## src/rtl/fwd_hazard_unit.sv

```systemverilog
// Operand-forwarding select and load-use stall generator for the ALU input muxes.
// Tracks the writer held in the EX and MEM stages and compares it against the ID sources.
module fwd_hazard_unit #(
  parameter int REG_W    = 5,
  parameter int LINK_REG = 31
) (
  input  logic             clk,
  input  logic             rst_n,
  input  logic             id_valid,
  input  logic [REG_W-1:0] id_rs,
  input  logic [REG_W-1:0] id_rt,
  input  logic             id_use_rs,
  input  logic             id_use_rt,
  input  logic             id_wr_en,
  input  logic [REG_W-1:0] id_wr_dst,
  input  logic             id_link,
  input  logic             id_is_load,
  input  logic             flush,
  output logic [1:0]       fwd_a_sel,
  output logic [1:0]       fwd_b_sel,
  output logic             stall,
  output logic             ex_busy
);

  localparam logic [REG_W-1:0] LINK_DST = REG_W'(LINK_REG);

  typedef enum logic [1:0] {
    SEL_RF    = 2'b00,
    SEL_EXMEM = 2'b01,
    SEL_MEMWB = 2'b10
  } fwd_sel_e;

  logic             ex_vld, ex_wr, ex_load;
  logic [REG_W-1:0] ex_dst;
  logic             mem_vld, mem_wr;
  logic [REG_W-1:0] mem_dst;

  logic             dep_ex_a, dep_ex_b, dep_mem_a, dep_mem_b;
  logic [REG_W-1:0] eff_dst;
  logic             accept;

  assign eff_dst = id_link ? LINK_DST : id_wr_dst;

  // A source of $0 never matches, so a tracked write to $0 is harmless.
  assign dep_ex_a  = id_use_rs & ex_vld  & ex_wr  & (ex_dst  == id_rs) & (id_rs != '0);
  assign dep_ex_b  = id_use_rt & ex_vld  & ex_wr  & (ex_dst  == id_rt) & (id_rt != '0);
  assign dep_mem_a = id_use_rs & mem_vld & mem_wr & (mem_dst == id_rs) & (id_rs != '0);
  assign dep_mem_b = id_use_rt & mem_vld & mem_wr & (mem_dst == id_rt) & (id_rt != '0);

  assign stall   = id_valid & ex_load & (dep_ex_a | dep_ex_b);
  assign ex_busy = ex_vld & ex_wr;
  assign accept  = id_valid & ~stall & ~flush;

  always_comb begin
    // NOTE: every output gets a default first so no path leaves it unassigned (no latch).
    fwd_a_sel = SEL_RF;
    fwd_b_sel = SEL_RF;
    if (id_valid) begin
      if (dep_ex_a)       fwd_a_sel = SEL_EXMEM;
      else if (dep_mem_a) fwd_a_sel = SEL_MEMWB;
      if (dep_ex_b)       fwd_b_sel = SEL_EXMEM;
      else if (dep_mem_b) fwd_b_sel = SEL_MEMWB;
    end
  end

  // MEM always advances; EX takes a bubble when the ID instruction is not accepted.
  always_ff @(posedge clk or negedge rst_n) begin
    if (!rst_n) begin
      // NOTE: non-blocking assignments so every register samples pre-edge values.
      ex_vld  <= 1'b0;
      ex_wr   <= 1'b0;
      ex_load <= 1'b0;
      ex_dst  <= '0;
      mem_vld <= 1'b0;
      mem_wr  <= 1'b0;
      mem_dst <= '0;
    end else begin
      mem_vld <= ex_vld;
      mem_wr  <= ex_wr;
      mem_dst <= ex_dst;
      if (accept) begin
        ex_vld  <= 1'b1;
        ex_wr   <= id_wr_en;
        ex_dst  <= eff_dst;
        ex_load <= id_is_load;
      end else begin
        ex_vld  <= 1'b0;
        ex_wr   <= 1'b0;
        ex_load <= 1'b0;
      end
    end
  end

endmodule

```

## config.mk

```make
export PLATFORM = sky130hd
export DESIGN_NAME = fwd_hazard_unit
export DESIGN_NICKNAME = d
export VERILOG_FILES = /design/src/rtl/fwd_hazard_unit.sv
export SDC_FILE = /design/constraint.sdc
export NUM_CORES = 1
export LEC_CHECK = 0
export ABC_AREA = 1
export CORE_MARGIN = 2
export CORE_UTILIZATION = 40
export DETAILED_ROUTE_END_ITERATION = 8
export PLACE_DENSITY = 0.84
export SLEW_MARGIN = 0
export SYNTH_ARGS = -nofsm -noshare
export SYNTH_HDL_FRONTEND = slang
export SYNTH_SLANG_ARGS = --single-unit
```

## constraint.sdc

```tcl
create_clock -name clk -period 1.3 [get_ports clk]
set_clock_uncertainty 0.1 [all_clocks]
set_input_delay 0.26 -clock clk [delete_from_list [all_inputs] [get_ports clk]]
set_output_delay 0.26 -clock clk [all_outputs]
set_load 0.01 [all_outputs]
```

### Yosys cells after proc, flatten, opt, wreduce, memory -nomap -nowiden

Index checks and enable logic that the tools add are counted.

| storage, ports and cells | value |
|---|---|
| logic and storage cells | 47 |
| register bits | 15 |
| input port bits | 24 |
| output and inout bits | 6 |

| cells by class | value |
|---|---|
| bitwise operators | 24 |
| reductions and logical operators | 2 |
| multiplexer cells | 10 |
| equal/unequal tests | 4 |

Operators with widths:

| cell | count |
|---|---|
| $and 1x1->1 | 21 |
| $eq 5x5->1 | 4 |
| $mux 2 | 6 |
| $reduce_bool 5->1 | 2 |
| $mux 5 | 1 |
| $mux 1 | 3 |
| $not 1->1 | 2 |
| $or 1x1->1 | 1 |

### Longest topological paths before layout

Gate-level depths: netlist of the first run.

| depth | value |
|---|---|
| depth after elaboration | 10 |
| depth in mapped cells | 11 |
| gate-level depth less buffers | 11 |

### Least setup slack after synthesis of the first run

No wires, ideal clock.

| path | value |
|---|---|
| path type | register -> output |
| start | reg ex_dst[3] |
| end | out stall |
| data required time | 0.940 ns |
| path buffers | 0 |
| data arrival time | 1.011 ns |
| cell stages (with the launch flop) | 8 |
| path slack | -0.071 ns |
| cells stage by stage | dfrtp_1 > a21boi_0 > nand2_1 > nor2_1 > nand2_2 > nand2_2 > nand2_4 > inv_2 |

| between the ends | value |
|---|---|
| word-level cells in the longest chain between the ends | 5 |
| elaborated cells between the ends (all ways) | 8 |
| those cells by class | 2 x eq/ne; 6 x bitwise |

Ends and longest elaborated chain:

| element | RTL line | source |
|---|---|---|
| start, declared | 34 | `logic [REG_W-1:0] ex_dst;` |
| start signal, assigned | 84 | `ex_dst <= eff_dst;` |
| $eq 5x5->1 (on tied branches) | 45, 46 |  |
| $and 1x1->1 (on tied branches) (2 in a row) | 45, 46 |  |
| $or 1x1->1 * | 50 | `assign stall = id_valid & ex_load & (dep_ex_a \| dep_ex_b);` |
| $and 1x1->1 * | 50 |  |
| end, declared | 21 | `output logic stall,` |

Every way passes the cells marked *; elsewhere a longest branch is shown, timed or not.

### Final worst setup path of the first run

| path | value |
|---|---|
| start | in id_rs[3] |
| end | out stall |

| between the ends | value |
|---|---|
| word-level cells in the longest chain between the ends | 5 |
| elaborated cells between the ends (all ways) | 6 |
| those cells by class | 1 x eq/ne; 4 x bitwise; 1 x reduce/logical |

Ends and longest elaborated chain:

| element | RTL line | source |
|---|---|---|
| start, declared | 10 | `input logic [REG_W-1:0] id_rs,` |
| $eq 5x5->1 | 45 | `assign dep_ex_a = id_use_rs & ex_vld & ex_wr & (ex_dst == id_rs) & (id_rs != '0);` |
| $and 1x1->1 | 45 |  |
| $and 1x1->1 * | 45 |  |
| $or 1x1->1 * | 50 |  |
| $and 1x1->1 * | 50 |  |

Marks and branches as above.

==> results by group, run 1 <==
Outcome
  – Outcome: finished with violations
  – Violated checks: setup timing

Placement
  – DP Area: 0.00139 sq mm
  – RD Place Congestion: 0.813
  – Placed wire-length estimate: 1850 um
  – PortBufs: 29
  – Place WS: -1.02 ns

Logic synthesis
  – Ys flop type: dfrtp_1
  – Number of synthesized register bits: 15
  – Synth area leaders: dfrtp_1, nand2_1, xnor2_1, inv_1, nor2_1
  – Sequential share of the synthesized area: 39.8%
  – Async SR Flop Fraction: 100%
  – YS warnings: 0
  – Syn_nets: 147
  – Yosys top cell by area: dfrtp_1
  – Post-synthesis cell type count: 23
  – Cell Area, Synth: 943 sq um
  – Synth top cells by count: nand2_1, dfrtp_1, inv_1, nor2_1, xnor2_1
  – Most common cell in the synthesized netlist: nand2_1
  – Post-synthesis cell count: 123
  – Post-synth top area share: 39.8%
  – Synth Area per Inst: 7.67 sq um
  – Number of synthesized flops with an enable pin: 0

Power
  – Leakage: 0.782 nW
  – NetSw: 358 uW
  – Pwr dens: 796 mW/mm^2
  – Combinational share of power: 29.9%
  – VDD IR-drop max: 0.666 mV
  – Pint: 834 uW
  – Switching portion of total power: 30.0%
  – Clock share of power: 22.9%
  – Sequential power share: 47.2%

Route
  – DR vias/cell: 4.60
  – WL/cell: 10.9 um
  – Drt drc: 0
  – Routed wire length: 2220 um
  – Post-DRT Antenna Nets: 0
  – Initial DRC Count: 19
  – Pre-antenna DRT Iters: 4
  – Routed vias: 939

STA
  – Period minus WS final: 1.84 ns
  – Final worst-path cycle share: 142%
  – Unrepaired setup endpoints after global routing: true
  – Max-slew headroom: 87.4%
  – Setup tns final: -4.57 ns
  – Hold Vio Cnt, Final: 0
  – # setup viols final: 14
  – Final worst slack: -0.540 ns
  – Pins Over Slew Limit: 0
  – Peak Freq: 543 MHz
  – Actual slew at the worst max-slew pin: 0.188 ns

CTS
  – Clock Latency Late Sink: 0.29 ns
  – Worst-path clk slew: 0.09 ns
  – Number of clock sinks: 15
  – Clk Tree Root Cell: clkbuf_4
  – CTS tree: done
  – Num CTS Buffers: 3
  – H-tree depth: 1
  – Clock buffer depth: 2

Die
  – Rows: 17
  – Initial Util: 42.6%
  – Die H: 52.6 um
  – IO Pins: 30
  – Die Width: 52.6 um
  – Core box area: 0.00221 sq mm
  – DIE AREA: 0.00276 sq mm

Critical path
  – Worst Path Max Fanout: 4
  – Nature of the critical path endpoint: output pin
  – R2R cell count: 11
  – Arr. time, crit path: 1.48 ns
  – CP startpoint kind: input pin
  – Critical path type: input pin to output pin
  – Critical Path RT: 0.94 ns

Finish
  – Final Instance Area: 0.00150 sq mm
  – Number of fillers in the final layout: 186
  – Nets: 201
  – Area Overhead vs Synth: 58.8%
  – Antenna Cells: 0
  – Layout cells sized above 1: 38.1%

Flow run
  – MaxCap Viol Count: 0

Global routing
  – Total gr overflow: 0
  – Antenna violations before repair: 0
  – First-pass GRT wire length: 3800 um
  – Total GRT Usage: 19.0%
  – Largest net degree at the start of global routing: 16
  – Vias in the first global route: 917

Worst hold path
  – Hold Path Class: input pin to async pin
flip-flops by register name, summed over array words and instances (netlist names):
register / cells
mem_wr: 1
ex_dst: 5
mem_dst: 5
mem_vld: 1
ex_load: 1
ex_wr: 1
ex_vld: 1
layout make-up:
cell class              instances  area [sq um]  share of cell area [%]
multi-input cells              91           569                    38.0
clock buffers                   4          26.3                    1.75
inverters                      17          63.8                    4.26
flip-flops and latches         15           375                    25.1
well taps                      28          35.0                    2.34
repair buffers                 49           428                    28.6
cells in the final DEF, fill, tap and decap left out, types with 2 or more instances in the layout:
cell type,netlist,routed
buf_2,0,3
buf_4,0,18
buf_6,0,5
clkbuf_4,0,3
clkdlybuf4s50_1,0,13
dfrtp_1,15,15
dlygate4sd2_1,0,9
inv_1,11,9
inv_2,6,8
nand2_1,33,25
nand2_2,3,10
nand2_4,2,2
nand3_1,7,6
nand4_1,2,2
nor2_1,11,8
nor2_2,5,6
nor2_4,0,2
or2_1,2,2
or2_2,5,5
xnor2_1,9,9
xor2_1,2,2
worst max-delay path, stage by stage:
cell             delay, ns
clkdlybuf4s50_1       0.47
inv_2                 0.06
a21boi_2              0.12
nand2_1               0.07
nor2_2                0.12
nand2_2               0.09
nand2_2               0.10
nand2_4               0.06
inv_2                 0.05
buf_6                 0.09
worst paths after layout:
| path | from | to | slack [ns] |
|---|---|---|---|
| max reg2reg | ex_dst[3] | ex_dst[2] | -0.23 |
| max | id_rs[3] | stall | -0.54 |
| min in group clk | id_wr_en | ex_wr | 0.42 |
| max in group asynchronous | rst_n | mem_dst[0] | 0.76 |
| min | rst_n | ex_wr | 0.17 |
| min reg2reg | ex_dst[4] | mem_dst[4] | 0.46 |
logic make-up (layout without fill, tap and decap cells):
kind of cell           Yosys count  in the layout  synth area share, %
flip-flops                      15             15                 39.8
XOR/XNOR                        11             11                 10.2
AND/OR/NAND/NOR                 75             75                 39.7
buffers and inverters           17             70                 6.76
AO/OA/AOI/OAI                    5              5                 3.58
routing by layer:
layer,GRT usage [%],wire length (um)
met5,0,0
met1,21.9,854
met3,2.29,112
met2,35.0,1210
met4,7.69,42
power by group through the flow:
stage	logic [mW]	registers, mW	clock network, mW
2_1_floorplan	0.161	0.561	0
3_3_place_gp	0.325	0.568	0
3_5_place_dp	0.334	0.570	0
4_1_cts	0.345	0.562	0.275
5_1_grt	0.399	0.570	0.303
6_report	0.357	0.562	0.273
stage by stage:
step                      cells  hold WS (ns)  power (mW)  utilization [%]
after floorplan             123        -0.136       0.722                -
after global placement      196         0.279       0.892             62.8
after detailed placement    196         0.276       0.904             62.8
after CTS                   202         0.176        1.18             65.8
after global routing        204         0.193        1.27             67.7
final                       204         0.168        1.19             67.7
what timing repair did:
| item | in CTS | in global routing |
|---|---|---|
| hold buffers | 0 | 0 |
| resized for setup | 51 | 9 |
| pin swaps | 14 | 6 |
| setup buffers | 3 | 2 |
| setup endpoints to repair | 14 | 14 |
No activity file was read; power rests on OpenSTA's default activity.
==> run 2, diff against run 1 <==
- MAX_ROUTING_LAYER: default -> met4
==> run 2 against run 1 <==
The run still ends with setup timing left. Clock power hardly changed. Fmax hardly changed. Final cell count stayed put. Die area stayed put. Cell area stayed put. Global-route usage is 0.49 points higher. Register-to-register slack hardly changed. Critical path depth stayed put. Flip-flop and latch count stayed put. Sequential share of layout area stayed put. Worst hold slack stayed put. Largest cell class unchanged. Largest power group unchanged.
==> results by group, run 2 (synthesis results as in run 1) <==
Critical path
  – Critical path type: input pin to output pin
  – Arr. time, crit path: 1.48 ns
  – Worst-path cell chain: clkdlybuf4s50_1, inv_2, a21boi_2, nand2_1, nor2_2, nand2_2, nand2_2, nand2_4, inv_2, buf_6
  – Crit path largest cell delay: 0.47 ns
  – Slowest-stage cell, CP: clkdlybuf4s50_1
  – Worst Path Max Fanout: 4
  – Critical Path RT: 0.94 ns
  – Nature of the critical path endpoint: output pin
  – Delay-heaviest family, CP: buffers and inverters
  – WP buf/inv: 4
  – CP startpoint kind: input pin

Route
  – Post-DRT Antenna Nets: 0
  – Initial DRC Count: 19
  – WL/cell: 10.9 um
  – DR vias/cell: 4.60
  – Routed wire length: 2220 um
  – Drt drc: 0
  – Pre-antenna DRT Iters: 4
  – Routed vias: 939

STA
  – # setup viols final: 14
  – Hold Vio Cnt, Final: 0
  – Fin Hold WS: 0.168 ns
  – Unrepaired setup endpoints after global routing: true
  – Pins Over Slew Limit: 0
  – Period minus WS final: 1.84 ns
  – Final worst slack: -0.540 ns
  – Peak Freq: 543 MHz
  – Final worst-path cycle share: 142%
  – Max-slew headroom: 87.4%
  – Actual slew at the worst max-slew pin: 0.188 ns

Placement
  – DP Area: 0.00139 sq mm
  – PortBufs: 29
  – RD Place Congestion: 0.825
  – Place WS: -1.02 ns
  – Placed wire-length estimate: 1850 um

Finish
  – Nets: 201
  – Final Instance Area: 0.00150 sq mm
  – Most frequent cells in the layout: nand2_1, buf_4, dfrtp_1, clkdlybuf4s50_1, nand2_2
  – Biggest regs: ex_dst (5), mem_dst (5)
  – Area Overhead vs Synth: 58.8%
  – Number of fillers in the final layout: 186
  – Antenna Cells: 0
  – Layout cells sized above 1: 38.1%
  – Most common cell after layout, fill and taps aside: nand2_1

CTS
  – Clock buffer depth: 2
  – Number of clock sinks: 15
  – Num CTS Buffers: 3
  – Clk Tree Root Cell: clkbuf_4
  – Clock Latency Late Sink: 0.29 ns
  – CTS tree: done
  – H-tree depth: 1
  – Worst-path clk slew: 0.09 ns

Global routing
  – Total GRT Usage: 19.5%
  – Vias in the first global route: 917
  – Total gr overflow: 0
  – Largest net degree at the start of global routing: 16
  – First-pass GRT wire length: 3800 um
  – Antenna violations before repair: 0

Power
  – VDD IR-drop max: 0.666 mV
  – Leakage: 0.782 nW
  – Design Power: 1.19 mW
  – Pwr dens: 796 mW/mm^2

Die
  – DIE AREA: 0.00276 sq mm
  – Die Width: 52.6 um
  – Core box area: 0.00221 sq mm
  – IO Pins: 30
  – Die H: 52.6 um
  – Initial Util: 42.6%
  – Rows: 17

Worst hold path
  – Hold Path Class: input pin to async pin

Outcome
  – Outcome: finished with violations
  – Violated checks: setup timing

Flow run
  – MaxCap Viol Count: 0
## run 2: report_power, final
part | leakage [nW] | switching (mW) | internal [mW] | total (mW)
combinational | 0.583 | 0.156 | 0.201 | 0.357
clock | 0.0150 | 0.153 | 0.120 | 0.273
sequential | 0.184 | 0.0485 | 0.514 | 0.562
## run 2: final timing paths
check,start,to,slack (ns),depth (start not counted)
min,rst_n,ex_wr,0.17,2
max,id_rs[3],stall,-0.54,10
max reg2reg,ex_dst[3],ex_dst[2],-0.23,11
max in group asynchronous,rst_n,mem_dst[0],0.76,2
min in group clk,id_wr_en,ex_wr,0.42,3
min reg2reg,ex_dst[4],mem_dst[4],0.46,1
## run 2: per-layer routing
| metal | global-route usage, % | vias up | routed length, um |
|---|---|---|---|
| met5 | - | - | 0 |
| met2 | 35.0 | 27 | 1210 |
| met1 | 22.0 | 422 | 854 |
| li1 | - | 485 | - |
| met4 | 7.69 | 0 | 42 |
| met3 | 2.00 | 5 | 111 |
## run 2: timing repair
| action | 4_1_cts | 5_1_grt |
|---|---|---|
| setup endpoints to repair | 14 | 14 |
| setup buffers | 3 | 2 |
| pin swaps | 14 | 6 |
| hold buffers | 0 | 0 |
| gates resized for setup | 51 | 9 |
## run 2: worst reg2reg max path, stage by stage, from the launching register on
cell and delay [ns]:
dfrtp_1 0.43, nor2_1 0.07, nor2_1 0.08, nand2_1 0.07
nor2_2 0.12, nand2_2 0.09, nand2_2 0.10, nand2_4 0.06
buf_6 0.14, nand2_8 0.11, nand2_2 0.06, nand2_2 0.05
## run 2: metrics by stage
stage          utilization [%]  cells  setup TNS (ns)
2_1_floorplan                -    123          -0.103
3_3_place_gp              62.8    196           -9.72
3_5_place_dp              62.8    196          -10.20
4_1_cts                   65.8    202           -4.55
5_1_grt                   67.7    204           -5.73
6_report                  67.7    204           -4.57
## run 2: layout make-up
class	count	area (sq um)	share of cell area [%]
multi-input cells	91	569	38.0
clock buffers	4	26.3	1.75
inverters	17	63.8	4.26
well taps	28	35.0	2.34
flip-flops and latches	15	375	25.1
repair buffers	49	428	28.6
